===== config.mk =====
export PLATFORM = sky130hd
export DESIGN_NAME = spi_scene_loader
export DESIGN_NICKNAME = d
export VERILOG_FILES = /design/src/rtl/scene_cfg_pkg.sv /design/src/rtl/spi_payload_buf.sv /design/src/rtl/spi_scene_loader.sv
export SDC_FILE = /design/constraint.sdc
export NUM_CORES = 1
export LEC_CHECK = 0
export ABC_AREA = 1
export CAP_MARGIN = 20
export CORE_MARGIN = 10
export CORE_UTILIZATION = 37
export CTS_CLUSTER_DIAMETER = 30
export DETAILED_ROUTE_END_ITERATION = 12
export DONT_BUFFER_PORTS = 1
export PLACE_DENSITY = 0.6
export SYNTH_ARGS = -nofsm -noshare
export SYNTH_HDL_FRONTEND = slang
export SYNTH_SLANG_ARGS = --single-unit

===== constraint.sdc =====
create_clock -name CLK100MHZ -period 4.1 [get_ports CLK100MHZ]
set_input_delay 0.41 -clock CLK100MHZ [delete_from_list [all_inputs] [get_ports CLK100MHZ]]
set_output_delay 0.41 -clock CLK100MHZ [all_outputs]
set_load 0.02 [all_outputs]

===== src/rtl/scene_cfg_pkg.sv =====
// Shared definitions for the SPI scene loader and the raytracer scene-config register file.
// Frame bytes, loader FSM states and the config address map used by Raytracing_Controller.
package scene_cfg_pkg;

  localparam logic [7:0] SYNC_BYTE  = 8'hA5;
  localparam logic [7:0] CMD_WRITE  = 8'h10;
  localparam logic [7:0] CMD_COMMIT = 8'h20;

  // Scene-config word address map (base of each region)
  localparam logic [7:0] CFG_ADDR_CAMERA  = 8'h00;
  localparam logic [7:0] CFG_ADDR_LIGHT   = 8'h10;
  localparam logic [7:0] CFG_ADDR_SPHERES = 8'h20;
  localparam logic [7:0] CFG_ADDR_PLANE   = 8'h80;

  typedef enum logic [2:0] {
    IDLE,
    CMD,
    LEN,
    PAYLOAD,
    CSUM,
    DRAIN
  } loader_state_t;

  // Number of 16-bit words carried by a WRITE payload of len bytes (first byte is ADDR).
  function automatic logic [7:0] word_count(input logic [7:0] len);
    return (len - 8'd1) >> 1;
  endfunction

endpackage


===== src/rtl/spi_payload_buf.sv =====
// Byte buffer for one packet payload: sequential write pointer, ADDR byte and word read port.
// Word i is {buf[2i+1], buf[2i+2]}; buf[0] holds the base address.
module spi_payload_buf #(
  parameter int DEPTH = 33
) (
  input  logic        clk,
  input  logic        rst,
  input  logic        clr,
  input  logic        we,
  input  logic [7:0]  wdata,
  input  logic [3:0]  word_idx,
  output logic [5:0]  wptr,
  output logic [7:0]  addr_byte,
  output logic [15:0] word
);

  logic [7:0] mem_q [DEPTH];
  logic [5:0] wptr_q;
  logic [5:0] hi_idx;
  logic [5:0] lo_idx;

  always_ff @(posedge clk) begin
    if (rst || clr) begin
      wptr_q <= '0;
    end else if (we) begin
      wptr_q <= wptr_q + 6'd1;
    end
  end

  // Storage is intentionally not reset; contents are only read after a full payload.
  always_ff @(posedge clk) begin
    if (we && (wptr_q < 6'(DEPTH))) begin
      mem_q[wptr_q] <= wdata;
    end
  end

  assign hi_idx    = {1'b0, word_idx, 1'b0} + 6'd1;
  assign lo_idx    = {1'b0, word_idx, 1'b0} + 6'd2;
  assign wptr      = wptr_q;
  assign addr_byte = mem_q[0];
  assign word      = {mem_q[hi_idx], mem_q[lo_idx]};

endmodule


===== src/rtl/spi_scene_loader.sv =====
// Frames the SPI_Slave byte stream into packets, writes validated payload words into the
// scene-config register file and raises a commit request for Raytracing_Controller.
module spi_scene_loader
  import scene_cfg_pkg::*;
#(
  parameter int MAX_PAYLOAD = 33,
  parameter int TIMEOUT     = 200000
) (
  input  logic          CLK100MHZ,
  input  logic          ck_rst_,
  input  logic          recv_dv,
  input  logic [7:0]    recv_byte,
  output logic          cfg_we,
  output logic [7:0]    cfg_addr,
  output logic [15:0]   cfg_data,
  output logic          commit_req,
  input  logic          commit_ack,
  output logic          pkt_ok,
  output logic          pkt_err,
  output logic [7:0]    err_count,
  output logic          busy,
  output loader_state_t dbg_state
);

  localparam int TW = $clog2(TIMEOUT + 1);

  // Handshake: recv_dv is a one-cycle strobe qualifying recv_byte, there is no ready/backpressure;
  // cfg_we qualifies cfg_addr/cfg_data for one cycle per word; commit_req is held until commit_ack
  // is sampled high while it is set.

  loader_state_t state_q, state_d;
  logic          is_write_q, is_write_d;
  logic [7:0]    len_q, len_d;
  logic [7:0]    csum_q, csum_d;
  logic [TW-1:0] tmo_q, tmo_d;
  logic [3:0]    idx_q, idx_d;
  logic          commit_q, commit_d;
  logic [7:0]    err_q, err_d;
  logic          ok_q, ok_d;
  logic          perr_q, perr_d;

  logic          buf_clr;
  logic          buf_we;
  logic [5:0]    buf_wptr;
  logic [7:0]    buf_addr_byte;
  logic [15:0]   buf_word;
  logic          timed_out;
  logic [3:0]    last_idx;

  spi_payload_buf #(
    .DEPTH(MAX_PAYLOAD)
  ) u_buf (
    .clk      (CLK100MHZ),
    .rst      (ck_rst_),
    .clr      (buf_clr),
    .we       (buf_we),
    .wdata    (recv_byte),
    .word_idx (idx_q),
    .wptr     (buf_wptr),
    .addr_byte(buf_addr_byte),
    .word     (buf_word)
  );

  always_ff @(posedge CLK100MHZ) begin
    if (ck_rst_) begin
      state_q    <= IDLE;
      is_write_q <= 1'b0;
      len_q      <= '0;
      csum_q     <= '0;
      tmo_q      <= '0;
      idx_q      <= '0;
      commit_q   <= 1'b0;
      err_q      <= '0;
      ok_q       <= 1'b0;
      perr_q     <= 1'b0;
    end else begin
      state_q    <= state_d;
      is_write_q <= is_write_d;
      len_q      <= len_d;
      csum_q     <= csum_d;
      tmo_q      <= tmo_d;
      idx_q      <= idx_d;
      commit_q   <= commit_d;
      err_q      <= err_d;
      ok_q       <= ok_d;
      perr_q     <= perr_d;
    end
  end

  assign last_idx  = 4'(word_count(len_q) - 8'd1);
  assign timed_out = (state_q inside {CMD, LEN, PAYLOAD, CSUM}) && !recv_dv &&
                     (tmo_q == TW'(TIMEOUT - 1));

  always_comb begin
    state_d    = state_q;
    is_write_d = is_write_q;
    len_d      = len_q;
    csum_d     = csum_q;
    idx_d      = idx_q;
    commit_d   = commit_q;
    ok_d       = 1'b0;
    perr_d     = 1'b0;
    buf_clr    = 1'b0;
    buf_we     = 1'b0;

    if (recv_dv || (state_q inside {IDLE, DRAIN})) begin
      tmo_d = '0;
    end else begin
      tmo_d = tmo_q + TW'(1);
    end

    if (commit_q && commit_ack) begin
      commit_d = 1'b0;
    end

    case (state_q)
      IDLE: begin
        if (recv_dv && (recv_byte == SYNC_BYTE)) begin
          state_d = CMD;
        end
      end
      CMD: begin
        if (recv_dv) begin
          if ((recv_byte == CMD_WRITE) || (recv_byte == CMD_COMMIT)) begin
            is_write_d = (recv_byte == CMD_WRITE);
            csum_d     = recv_byte;
            state_d    = LEN;
          end else begin
            perr_d  = 1'b1;
            state_d = IDLE;
          end
        end
      end
      LEN: begin
        if (recv_dv) begin
          len_d  = recv_byte;
          csum_d = csum_q ^ recv_byte;
          if (is_write_q && recv_byte[0] && (recv_byte >= 8'd3) &&
              (recv_byte <= 8'(MAX_PAYLOAD))) begin
            buf_clr = 1'b1;
            state_d = PAYLOAD;
          end else if (!is_write_q && (recv_byte == 8'd0)) begin
            state_d = CSUM;
          end else begin
            perr_d  = 1'b1;
            state_d = IDLE;
          end
        end
      end
      PAYLOAD: begin
        if (recv_dv) begin
          buf_we = 1'b1;
          csum_d = csum_q ^ recv_byte;
          if ({2'b00, buf_wptr} == (len_q - 8'd1)) begin
            state_d = CSUM;
          end
        end
      end
      CSUM: begin
        if (recv_dv) begin
          if (recv_byte == csum_q) begin
            ok_d = 1'b1;
            if (is_write_q) begin
              idx_d   = '0;
              state_d = DRAIN;
            end else begin
              commit_d = 1'b1;
              state_d  = IDLE;
            end
          end else begin
            perr_d  = 1'b1;
            state_d = IDLE;
          end
        end
      end
      DRAIN: begin
        // A byte arriving mid-drain is lost; flag it but finish the writes already validated.
        if (recv_dv) begin
          perr_d = 1'b1;
        end
        if (idx_q == last_idx) begin
          state_d = IDLE;
        end else begin
          idx_d = idx_q + 4'd1;
        end
      end
      default: begin
        state_d = IDLE;
      end
    endcase

    if (timed_out) begin
      perr_d  = 1'b1;
      state_d = IDLE;
    end

    if (perr_d && (err_q != 8'hFF)) begin
      err_d = err_q + 8'd1;
    end else begin
      err_d = err_q;
    end
  end

  assign cfg_we     = (state_q == DRAIN);
  assign cfg_addr   = cfg_we ? (buf_addr_byte + {4'b0000, idx_q}) : 8'h00;
  assign cfg_data   = cfg_we ? buf_word : 16'h0000;
  assign commit_req = commit_q;
  assign pkt_ok     = ok_q;
  assign pkt_err    = perr_q;
  assign err_count  = err_q;
  assign busy       = (state_q != IDLE);
  assign dbg_state  = state_q;

endmodule


==> results of run 1 <==
[sequential cells by signal, indices dropped and copies added, names as in the netlist]
signal and cells:
u_buf.mem_q 264, tmo_q 18, csum_q 8, err_count 8, len_q 8, u_buf.wptr 6
idx_q 4, dbg_state 3, commit_req 1, is_write_q 1, pkt_err 1, pkt_ok 1
[layer usage]
metal  GRT usage [%]  wire [um]  up-vias
met5               0          0        -
met4            6.57        997        0
met3            3.69       2500       78
met2            25.6      17800      363
met1            19.5      15700     4920
li1                -          -     4761
[critical path, cell delays in order, from the launching register on]
cell	delay (ps)
dfxtp_4	540
ha_1	320
xor2_4	500
inv_1	440
o221ai_1	220
nand3_1	170
nand2_1	90
o21ai_0	160
inv_1	230
[area by class of cell]
| class | instances | share of cell area, % |
|---|---|---|
| inverter | 83 | 1.79 |
| tap | 511 | 3.68 |
| clock buffer | 77 | 10.4 |
| sequential | 323 | 52.5 |
| timing repair buffer | 37 | 2.35 |
| multi-input combinational | 823 | 25.7 |
| clock inverter | 45 | 3.65 |
[how the worst max path moves through the flow]
stage                 start            endpoint  slack, ps  depth (start not counted)
2_1_floorplan  dbg_state[1]  u_buf.mem_q[31][0]       1610                         10
3_3_place_gp       idx_q[0]         cfg_data[2]       1150                          8
3_5_place_dp       idx_q[0]         cfg_data[2]       1100                          8
4_1_cts            idx_q[0]         cfg_data[2]        520                          8
5_1_grt            idx_q[0]         cfg_data[2]        280                          8
6_report           idx_q[0]         cfg_data[2]        450                          8
[cells in the mapped netlist (10+ instances only)]
cell type / count
dfxtp_1: 59
inv_2: 11
nor2_1: 211
clkbuf_1: 31
o221ai_1: 48
ha_1: 11
buf_2: 15
a21oi_1: 70
o21ai_0: 144
inv_1: 70
o211ai_1: 15
xnor2_1: 10
edfxtp_1: 264
nand2_1: 118
nand3_1: 70
nor3_1: 18
mux2i_1: 27
o22ai_1: 11
[through the flow]
stage / cell area, um2 / hold slack [ps] / util [%] / setup WS, ps / total power (uW)
6_report: 17400 / 34.2 / 46.1 / 445 / 10300
5_1_grt: 17400 / 24.3 / 46.1 / 280 / 10700
4_1_cts: 17300 / 3.73 / 46.1 / 519 / 10400
3_5_place_dp: 14700 / 457 / 39.1 / 1100 / 4500
3_3_place_gp: 14700 / 442 / 39.1 / 1150 / 4480
2_1_floorplan: 14100 / 429 / - / 1610 / 4330
[kinds of logic after synthesis]
group	synth area share (%)
adders and majority gates	1.11
muxes	1.91
AOI/OAI and AO/OA	12.6
DFF	64.4
buffers and inverters	4.03
and+or+nand+nor	14.5
xor gates and xnor gates	1.42
[power by group]
part,internal (uW),switching [uW]
clock,4030,1750
sequential,3610,81.1
combinational,252,558
total,7900,2390
==> key figures, run 1 <==
Outcome
  • Status: complete, no violations

Worst setup path
  • Startpoint Class: flip-flop
  • Reg-to-Reg Start: dbg_state[1]
  • Critical Path Fanout Max: 28
  • Worst Reg2Reg Path Length in Cells: 10
  • Worst setup EP type: output port
  • Worst EP required: 3690 ps
  • Flop-to-flop setup slack: 1260 ps
  • Reg-to-Reg End: u_buf.mem_q[17][5]
  • Setup CP Type: reg2out
  • WP data arrival: 3240 ps

Logic synthesis
  • Syn nets: 1310
  • Mean post-synth cell area: 11.0 um2
  • Asr flop ratio synth: 0%
  • Register area share after synthesis: 64.4%
  • Register bit total from synthesis: 323
  • Post-synth top area share: 56.1%
  • Synthesis Warnings: 0
  • EDFF count, synth: 264
  • Synth Flop Type: edfxtp_1
  • Most area-consuming cells after synthesis: edfxtp_1 (56%), dfxtp_1 (8.4%), nor2_1 (5.6%), o21ai_0 (5.1%), nand2_1 (3.1%)
  • Largest area contributor in the netlist: edfxtp_1
  • Synthesized cell area: 0.0141 mm2
  • Synth cell types: 47
  • Cells after synthesis: 1286

Pwr
  • Pwr/cell area: 593 mW/mm2
  • Leak: 0.00598 uW
  • IR drop worst, VDD: 0.000387 V

CTS
  • Post-CTS setup buffers: 0
  • Max clock buf depth: 3
  • Worst skew pair latency: 570 ps
  • Cts bufs inserted: 68
  • Root buffer cell: clkbuf_16
  • H-tree levels: 3
  • Clock Sinks: 323
  • # hold bufs at CTS: 10
  • Clock Pin Slew Worst Setup and Hold Paths: 50 ps
  • CTS resizes: 0
  • CTS tree: done

Timing
  • Worst-margin pin slew: 940 ps
  • Fin. max-slew vios: 0
  • Setup violations, final: 0
  • Slew HR: 37.1%
  • Setup TNS: 0 ps
  • Final worst clock skew: 25.5 ps
  • Fmax achieved: 0.274 GHz
  • RSZ-0062 raised after global routing: no
  • Final worst-path cycle share: 89.1%
  • Final hold violation count: 0
  • Min Tclk post-route: 3650 ps

Floorplanning
  • Die W: 215 um
  • Core footprint: 0.0377 mm2
  • FP Rows: 71
  • Initial cell density of the core: 37.5%
  • I/O Pins: 52
  • Die Footprint: 0.0464 mm2
  • Die Span Y: 215 um

Finish
  • Commonest non-fill, non-tap cell in the layout: edfxtp_1
  • Area growth syn-to-layout: 22.8%
  • Diodes inserted: 0
  • Commonest non-fill, non-tap cells in the layout: edfxtp_1 (264), nor2_1 (211), o21ai_0 (144)
  • Cell Count, Final, Fillers Out: 1899
  • Fin nets: 1360
  • Layout cells sized above 1: 13.8%
  • Sequential cell area: 0.00911 mm2
  • Multi-input gate area: 0.00446 mm2
  • Filler cells: 3367

Worst hold path
  • Hold Path Origin: recv_byte[6]
  • HP Class: in2reg
  • Hold Crit Endpoint: len_q[6]
  • Hold-critical path depth: 2

Global routing
  • Grt ovf: 0
  • Number of global-route vias before repair: 10200
  • GRT Overall Usage: 15.7%
  • Initial antenna violation count: 0
  • First-pass GRT wire length: 57400 um
  • Pin count of the biggest net entering global routing: 88

Placed design
  • # port buffers: 0
  • Routability Congestion: 0.828
  • Post-DP HPWL: 21700 um
  • Placed cell count: 1766

Job
  • Max cap viols: 0

Drt
  • Avg WL per Cell: 19.5 um
  • Starting DRT DRC Count: 724
  • Pre-antenna DRT Iters: 5
  • Number of nets with antenna violations after routing: 0
  • Vias/cell: 5.33
  • Total Wirelength: 37000 um
  • Residual DRC: 0
  • Via Count: 10100
Note: power is estimated with default switching activity, not from simulation.
==> run 2, diff against run 1 <==
--- a/config.mk
+++ b/config.mk
@@ -7,12 +7,12 @@
 export LEC_CHECK = 0
 export ABC_AREA = 1
 export CAP_MARGIN = 20
-export CORE_MARGIN = 10
-export CORE_UTILIZATION = 37
+export CORE_MARGIN = 3
+export CORE_UTILIZATION = 30
 export CTS_CLUSTER_DIAMETER = 30
 export DETAILED_ROUTE_END_ITERATION = 12
 export DONT_BUFFER_PORTS = 1
-export PLACE_DENSITY = 0.6
+export PLACE_DENSITY = 0.53
 export SYNTH_ARGS = -nofsm -noshare
 export SYNTH_HDL_FRONTEND = slang
 export SYNTH_SLANG_ARGS = --single-unit
==> constraint.sdc (replaced) <==
create_clock -name CLK100MHZ -period 3.4 [get_ports CLK100MHZ]
set_input_delay 0.34 -clock CLK100MHZ [delete_from_list [all_inputs] [get_ports CLK100MHZ]]
set_output_delay 0.34 -clock CLK100MHZ [all_outputs]
set_load 0.02 [all_outputs]
==> key figures, run 2 (synthesized netlist as in run 1, its figures left out) <==
Finish
  • Most flop-heavy register: u_buf.mem_q (unchanged)
  • Commonest non-fill, non-tap cell in the layout: edfxtp_1 (unchanged)
  • Diodes inserted: 0 (unchanged)
  • Fin nets: 1374 (was 1360)
  • Cell Count, Final, Fillers Out: 2016 (was 1899)
  • Layout cells sized above 1: 15.7% (was 13.8%)
  • Largest regs: u_buf.mem_q (264), tmo_q (18) (unchanged)
  • Area growth syn-to-layout: 25.9% (was 22.8%)
  • Sequential cell area: 0.00911 mm2 (unchanged)
  • Largest register FFs: 264 (unchanged)
  • Commonest non-fill, non-tap cells in the layout: edfxtp_1 (264), nor2_1 (211), o21ai_0 (144) (unchanged)
  • Multi-input gate area: 0.00446 mm2 (about the same)
  • Core Util, Final: 38.7% (was 46.1%)
  • Filler cells: 4360 (was 3367)

Placed design
  • Placed cell count: 1859 (was 1766)
  • Post-DP HPWL: 23400 um (was 21700 um)
  • # port buffers: 0 (unchanged)
  • Routability Congestion: 0.794 (was 0.828)

Timing
  • Fin. max-slew vios: 0 (unchanged)
  • RSZ-0062 raised after global routing: no (unchanged)
  • Worst-margin pin slew: 1010 ps (was 940 ps)
  • Setup violations, final: 0 (unchanged)
  • Min Tclk post-route: 3260 ps
  • Slew HR: 32.3% (was 37.1%)
  • Setup TNS: 0 ps (unchanged)
  • Final hold violation count: 0 (unchanged)
  • Fmax achieved: 0.307 GHz
  • Final worst clock skew: 27.1 ps (was 25.5 ps)
  • Final worst-path cycle share: 95.8%

Global routing
  • Pin count of the biggest net entering global routing: 114 (was 88)
  • Grt ovf: 0 (unchanged)
  • Initial antenna violation count: 0 (unchanged)
  • Number of global-route vias before repair: 10100 (was 10200)
  • GRT Overall Usage: 15.9% (was 15.7%)
  • First-pass GRT wire length: 60700 um (was 57400 um)

CTS
  • Max clock buf depth: 3 (unchanged)
  • H-tree levels: 3 (unchanged)
  • Root buffer cell: clkbuf_16 (unchanged)
  • Clock Pin Slew Worst Setup and Hold Paths: 40 ps (was 50 ps)
  • Clock Sinks: 323 (unchanged)
  • Cts bufs inserted: 78 (was 68)
  • CTS tree: done (unchanged)
  • CTS resizes: 0 (unchanged)
  • Worst skew pair latency: 590 ps (was 570 ps)

Worst setup path
  • Crit path launch: idx_q[0] (unchanged)
  • Worst setup EP type: output port (unchanged)
  • WP data arrival: 2920 ps (was 3240 ps)
  • Critical Path Fanout Max: 56 (was 28)
  • Startpoint Class: flip-flop (unchanged)
  • Worst EP required: 3060 ps (was 3690 ps)
  • Setup CP Type: reg2out (unchanged)
  • Reg-to-Reg Start: dbg_state[1] (unchanged)

Floorplanning
  • Core footprint: 0.0460 mm2 (was 0.0377 mm2)
  • Die Footprint: 0.0498 mm2 (was 0.0464 mm2)
  • Die W: 223 um (was 215 um)
  • I/O Pins: 52 (unchanged)
  • Die Span Y: 223 um (was 215 um)
  • Initial cell density of the core: 30.8% (was 37.5%)
  • FP Rows: 78 (was 71)

Job
  • Max cap viols: 0 (unchanged)

Worst hold path
  • Hold Path Origin: recv_dv (was recv_byte[6])
  • HP Class: in2reg (unchanged)

Drt
  • Total Wirelength: 39900 um (was 37000 um)
  • Starting DRT DRC Count: 876 (was 724)
  • Vias/cell: 4.98 (was 5.33)
  • Residual DRC: 0 (unchanged)
  • Pre-antenna DRT Iters: 5 (unchanged)
  • Number of nets with antenna violations after routing: 0 (unchanged)
  • Avg WL per Cell: 19.8 um (was 19.5 um)
  • Via Count: 10000 (was 10100)

Pwr
  • Leak: 0.00610 uW (was 0.00598 uW)
  • IR drop worst, VDD: 0.000543 V (was 0.000387 V)
  • Pwr/cell area: 730 mW/mm2 (was 593 mW/mm2)

Outcome
  • Status: complete, no violations (unchanged)
run 2: area by class of cell:
type	instances	area share, %
Multi-Input combinational cell	823	25.1
Inverter	83	1.75
Sequential cell	323	51.2
Timing Repair Buffer	41	2.54
Clock buffer	83	11.1
Tap cell	600	4.22
Clock inverter	63	4.08
run 2: routing by layer:
metal	GRT usage [%]	part of all wire, %	vias up
li1	-	-	4800
met1	20.6	43	4842
met2	25.3	47	318
met3	4.51	7.2	85
met4	6.17	2.9	0
met5	0	0	-
run 2: metrics by stage:
stage | hold WS (ps) | setup WS (ps) | cell area [um2] | total power, uW
global route | 69.2 | 0.300 | 17800 | 13500
finish | 44.6 | 144 | 17800 | 13000
floorplan | 429 | 913 | 14100 | 5230
global placement | 404 | 706 | 14900 | 5410
detailed placement | 407 | 635 | 14900 | 5430
CTS | 22.1 | 122 | 17800 | 13100
run 2: where the power goes:
group / switching [uW] / internal (uW) / leakage [uW] / total, uW
combinational: 692 / 306 / 0.00197 / 998
sequential: 97.6 / 4360 / 0.00285 / 4460
clock: 2490 / 5050 / 0.00128 / 7540
run 2: final timing paths:
check | to | slack, ps | depth (start not counted)
hold / removal | is_write_q | 40 | 3
setup / recovery | cfg_data[11] | 140 | 7
setup reg to reg | u_buf.mem_q[12][4] | 670 | 10
hold reg to reg | tmo_q[0] | 460 | 1
run 2: repair_timing:
action / CTS / global route
hold endpoints to repair: 295 / 0
hold buffers: 11 / 0
buffers inserted: 0 / 0
run 2: critical path: stages (launching register included):
cell and delay, ps:
dfxtp_4 430, inv_2 530, buf_12 320, o21ai_0 110, o22ai_1 290, o211ai_1 160, a21oi_1 260, buf_4 200
==> run 3, diff against run 2 <==
--- a/config.mk
+++ b/config.mk
@@ -7,7 +7,7 @@
 export LEC_CHECK = 0
 export ABC_AREA = 1
 export CAP_MARGIN = 20
-export CORE_MARGIN = 3
+export CORE_MARGIN = 4
 export CORE_UTILIZATION = 30
 export CTS_CLUSTER_DIAMETER = 30
 export DETAILED_ROUTE_END_ITERATION = 12
@@ -15,4 +15,5 @@
 export PLACE_DENSITY = 0.53
 export SYNTH_ARGS = -nofsm -noshare
 export SYNTH_HDL_FRONTEND = slang
+export SYNTH_HIERARCHICAL = 1
 export SYNTH_SLANG_ARGS = --single-unit
==> key figures, run 3 <==
Pwr
  • Leak: 0.00711 uW (was 0.00610 uW)
  • Pwr/cell area: 625 mW/mm2 (was 730 mW/mm2)
  • Final Total Pwr: 11500 uW (was 13000 uW)
  • IR drop worst, VDD: 0.000408 V (was 0.000543 V)

Drt
  • Starting DRT DRC Count: 805 (was 876)
  • Avg WL per Cell: 17.9 um (was 19.8 um)
  • Pre-antenna DRT Iters: 5 (unchanged)
  • Residual DRC: 0 (unchanged)
  • Vias/cell: 4.75 (was 4.98)
  • Total Wirelength: 42300 um (was 39900 um)
  • Number of nets with antenna violations after routing: 0 (unchanged)
  • Via Count: 11200 (was 10000)

Logic synthesis
  • Synthesized cell area: 0.0149 mm2 (was 0.0141 mm2)
  • Mean post-synth cell area: 9.57 um2 (was 11.0 um2)
  • Synth cell types: 43 (was 47)
  • Top-count cell post-synth: nand2_1 (was edfxtp_1)
  • Syn nets: 1584 (was 1310)
  • Post-synth top area share: 53.1% (was 56.1%)
  • Asr flop ratio synth: 0% (unchanged)
  • Synth Flop Type: edfxtp_1 (unchanged)
  • Register bit total from synthesis: 323 (unchanged)
  • EDFF count, synth: 264 (unchanged)
  • Register area share after synthesis: 61.0% (was 64.4%)
  • Most frequent cells after synthesis: nand2_1 (310), edfxtp_1 (264), nor2_1 (218) (was edfxtp_1 (264), nor2_1 (211), o21ai_0 (144))
  • Largest area contributor in the netlist: edfxtp_1 (unchanged)
  • Most area-consuming cells after synthesis: edfxtp_1 (53%), dfxtp_1 (7.9%), nand2_1 (7.8%), nor2_1 (5.5%), nand3_1 (5.5%) (was edfxtp_1 (56%), dfxtp_1 (8.4%), nor2_1 (5.6%), o21ai_0 (5.1%), nand2_1 (3.1%))
  • Synthesis Warnings: 6 (was 0)
  • Cells after synthesis: 1559 (was 1286)

Worst setup path
  • Startpoint Class: flip-flop (unchanged)
  • Crit path launch: idx_q[2] (was idx_q[0])
  • Worst stage delay on the critical path: 820 ps (was 530 ps)
  • CP cell instances: nand3_2, xor2_2, nand3_1, nand2_1, nand2_1, nand2_1, inv_1, nor2_1, buf_4 (was inv_2, buf_12, o21ai_0, o22ai_1, o211ai_1, a21oi_1, buf_4)
  • Setup CP Type: reg2out (unchanged)
  • Worst EP required: 3060 ps (about the same)
  • Most common cell on crit path: nand2_1
  • Worst setup EP type: output port (unchanged)
  • CP max-delay cell: dfxtp_1 (was inv_2)
  • Critical Path Fanout Max: 8 (was 56)
  • WP data arrival: 2900 ps (was 2920 ps)
  • Reg-to-Reg Start: dbg_state[1] (unchanged)

Timing
  • Fmax achieved: 0.309 GHz (was 0.307 GHz)
  • Slew HR: 43.1% (was 32.3%)
  • RSZ-0062 raised after global routing: no (unchanged)
  • Final hold violation count: 0 (unchanged)
  • Fin. max-slew vios: 0 (unchanged)
  • Final worst clock skew: 29.2 ps (was 27.1 ps)
  • Setup TNS: 0 ps (unchanged)
  • Min Tclk post-route: 3240 ps (was 3260 ps)
  • Worst-margin pin slew: 850 ps (was 1010 ps)
  • Final worst-path cycle share: 95.3% (was 95.8%)
  • Setup violations, final: 0 (unchanged)

Global routing
  • GRT Overall Usage: 15.7% (was 15.9%)
  • Pin count of the biggest net entering global routing: 70 (was 114)
  • Initial antenna violation count: 0 (unchanged)
  • Grt ovf: 0 (unchanged)
  • Number of global-route vias before repair: 11300 (was 10100)
  • First-pass GRT wire length: 65000 um (was 60700 um)

Finish
  • Fin nets: 1666 (was 1374)
  • Sequential cell area: 0.00911 mm2 (about the same)
  • Layout cells sized above 1: 12.9% (was 15.7%)
  • Filler cells: 4916 (was 4360)
  • Multi-input gate area: 0.00476 mm2 (was 0.00446 mm2)
  • Commonest non-fill, non-tap cell in the layout: nand2_1 (was edfxtp_1)
  • Commonest non-fill, non-tap cells in the layout: nand2_1 (310), edfxtp_1 (264), nor2_1 (218) (was edfxtp_1 (264), nor2_1 (211), o21ai_0 (144))
  • Diodes inserted: 0 (unchanged)
  • Largest regs: u_buf/mem_q (264), tmo_q (18) (was u_buf.mem_q (264), tmo_q (18))
  • Most flop-heavy register: u_buf/mem_q (was u_buf.mem_q)
  • Largest register FFs: 264 (unchanged)
  • Area growth syn-to-layout: 22.8% (was 25.9%)
  • Cell Count, Final, Fillers Out: 2359 (was 2016)

CTS
  • Cts bufs inserted: 69 (was 78)
  • Clock Sinks: 323 (unchanged)
  • Clock Pin Slew Worst Setup and Hold Paths: 50 ps (was 40 ps)
  • Worst skew pair latency: 580 ps (was 590 ps)
  • Root buffer cell: clkbuf_16 (unchanged)
  • CTS tree: done (unchanged)
  • H-tree levels: 3 (unchanged)
  • Post-CTS setup buffers: 0 (unchanged)
  • Max clock buf depth: 3 (unchanged)

Job
  • Max cap viols: 0 (unchanged)

Placed design
  • Placed cell count: 2222 (was 1859)
  • Routability Congestion: 0.818 (was 0.794)
  • # port buffers: 0 (unchanged)
  • Post-DP HPWL: 24900 um (was 23400 um)

Floorplanning
  • Die Span Y: 231 um (was 223 um)
  • I/O Pins: 52 (unchanged)
  • FP Rows: 81 (was 78)
  • Core footprint: 0.0491 mm2 (was 0.0460 mm2)
  • Initial cell density of the core: 30.4% (was 30.8%)
  • Die W: 231 um (was 223 um)
  • Die Footprint: 0.0534 mm2 (was 0.0498 mm2)

Worst hold path
  • HP Class: in2reg (unchanged)
  • Hold Path Origin: ck_rst_ (was recv_dv)

Outcome
  • Status: complete, no violations (unchanged)
## run 3: report_power, final
| group | total [uW] | internal (uW) | switching, uW | leakage (uW) |
|---|---|---|---|---|
| clock | 6280 | 4140 | 2140 | 0.00107 |
| combinational | 758 | 247 | 511 | 0.00319 |
| sequential | 4410 | 4340 | 71.9 | 0.00285 |
| total | 11500 | 8730 | 2730 | 0.00711 |
## run 3: repair_timing
item                                    4_1_cts  5_1_grt
hold buffers                                 12        0
endpoints found under the setup margin        0       12
endpoints found under the hold margin       295        0
resized for setup                             0        7
## run 3: final cells by class
type,instances,share of cell area [%]
timing repair buffer,69,3.71
clock buffer,83,10.2
inverter,193,3.99
multi-input combinational,985,26.0
tap,664,4.53
sequential,323,49.7
clock inverter,42,1.92
## run 3: final timing paths
path	end	slack [ps]	cells after the start
max	cfg_data[7]	160	9
min reg2reg	tmo_q[0]	450	1
max reg2reg	u_buf/mem_q[20][7]	350	11
min	u_buf/wptr[5]	60	2
## run 3: cell families after synthesis
kind of cell               after synthesis  synth area share [%]
AOI/OAI and AO/OA                      192                  7.14
xor gates and xnor gates                26                  1.73
adders and majority gates               13                  1.14
buffers and inverters                  251                  7.28
DFF                                    323                  61.0
and+or+nand+nor                        754                  21.7
## run 3: metrics by stage
| step | hold WS [ps] | setup WS, ps | area, um2 | util [%] |
|---|---|---|---|---|
| floorplan | 418 | 830 | 14900 | - |
| finish | 63.1 | 160 | 18300 | 37.4 |
| global route | 61.7 | 2.78 | 18300 | 37.4 |
| CTS | 23.7 | 26.9 | 18300 | 37.3 |
| global placement | 409 | 416 | 15900 | 32.3 |
| detailed placement | 410 | 428 | 15900 | 32.3 |
## run 3: layer usage
metal  share of wire, %  up-vias  track usage, %
met5                  0        -               0
met4                2.4        0            6.35
met3                4.7       68            2.64
met2                 48      310            26.0
met1                 45     5425            20.6
li1                   -     5410               -
## run 3: critical path, delay by kind of cell (launching register included)
| family | cells | cell delay [ps] |
|---|---|---|
| AND/OR/NAND/NOR | 6 | 860 |
| buffers and inverters | 2 | 220 |
| XOR/XNOR | 1 | 400 |
| flip-flops | 1 | 820 |
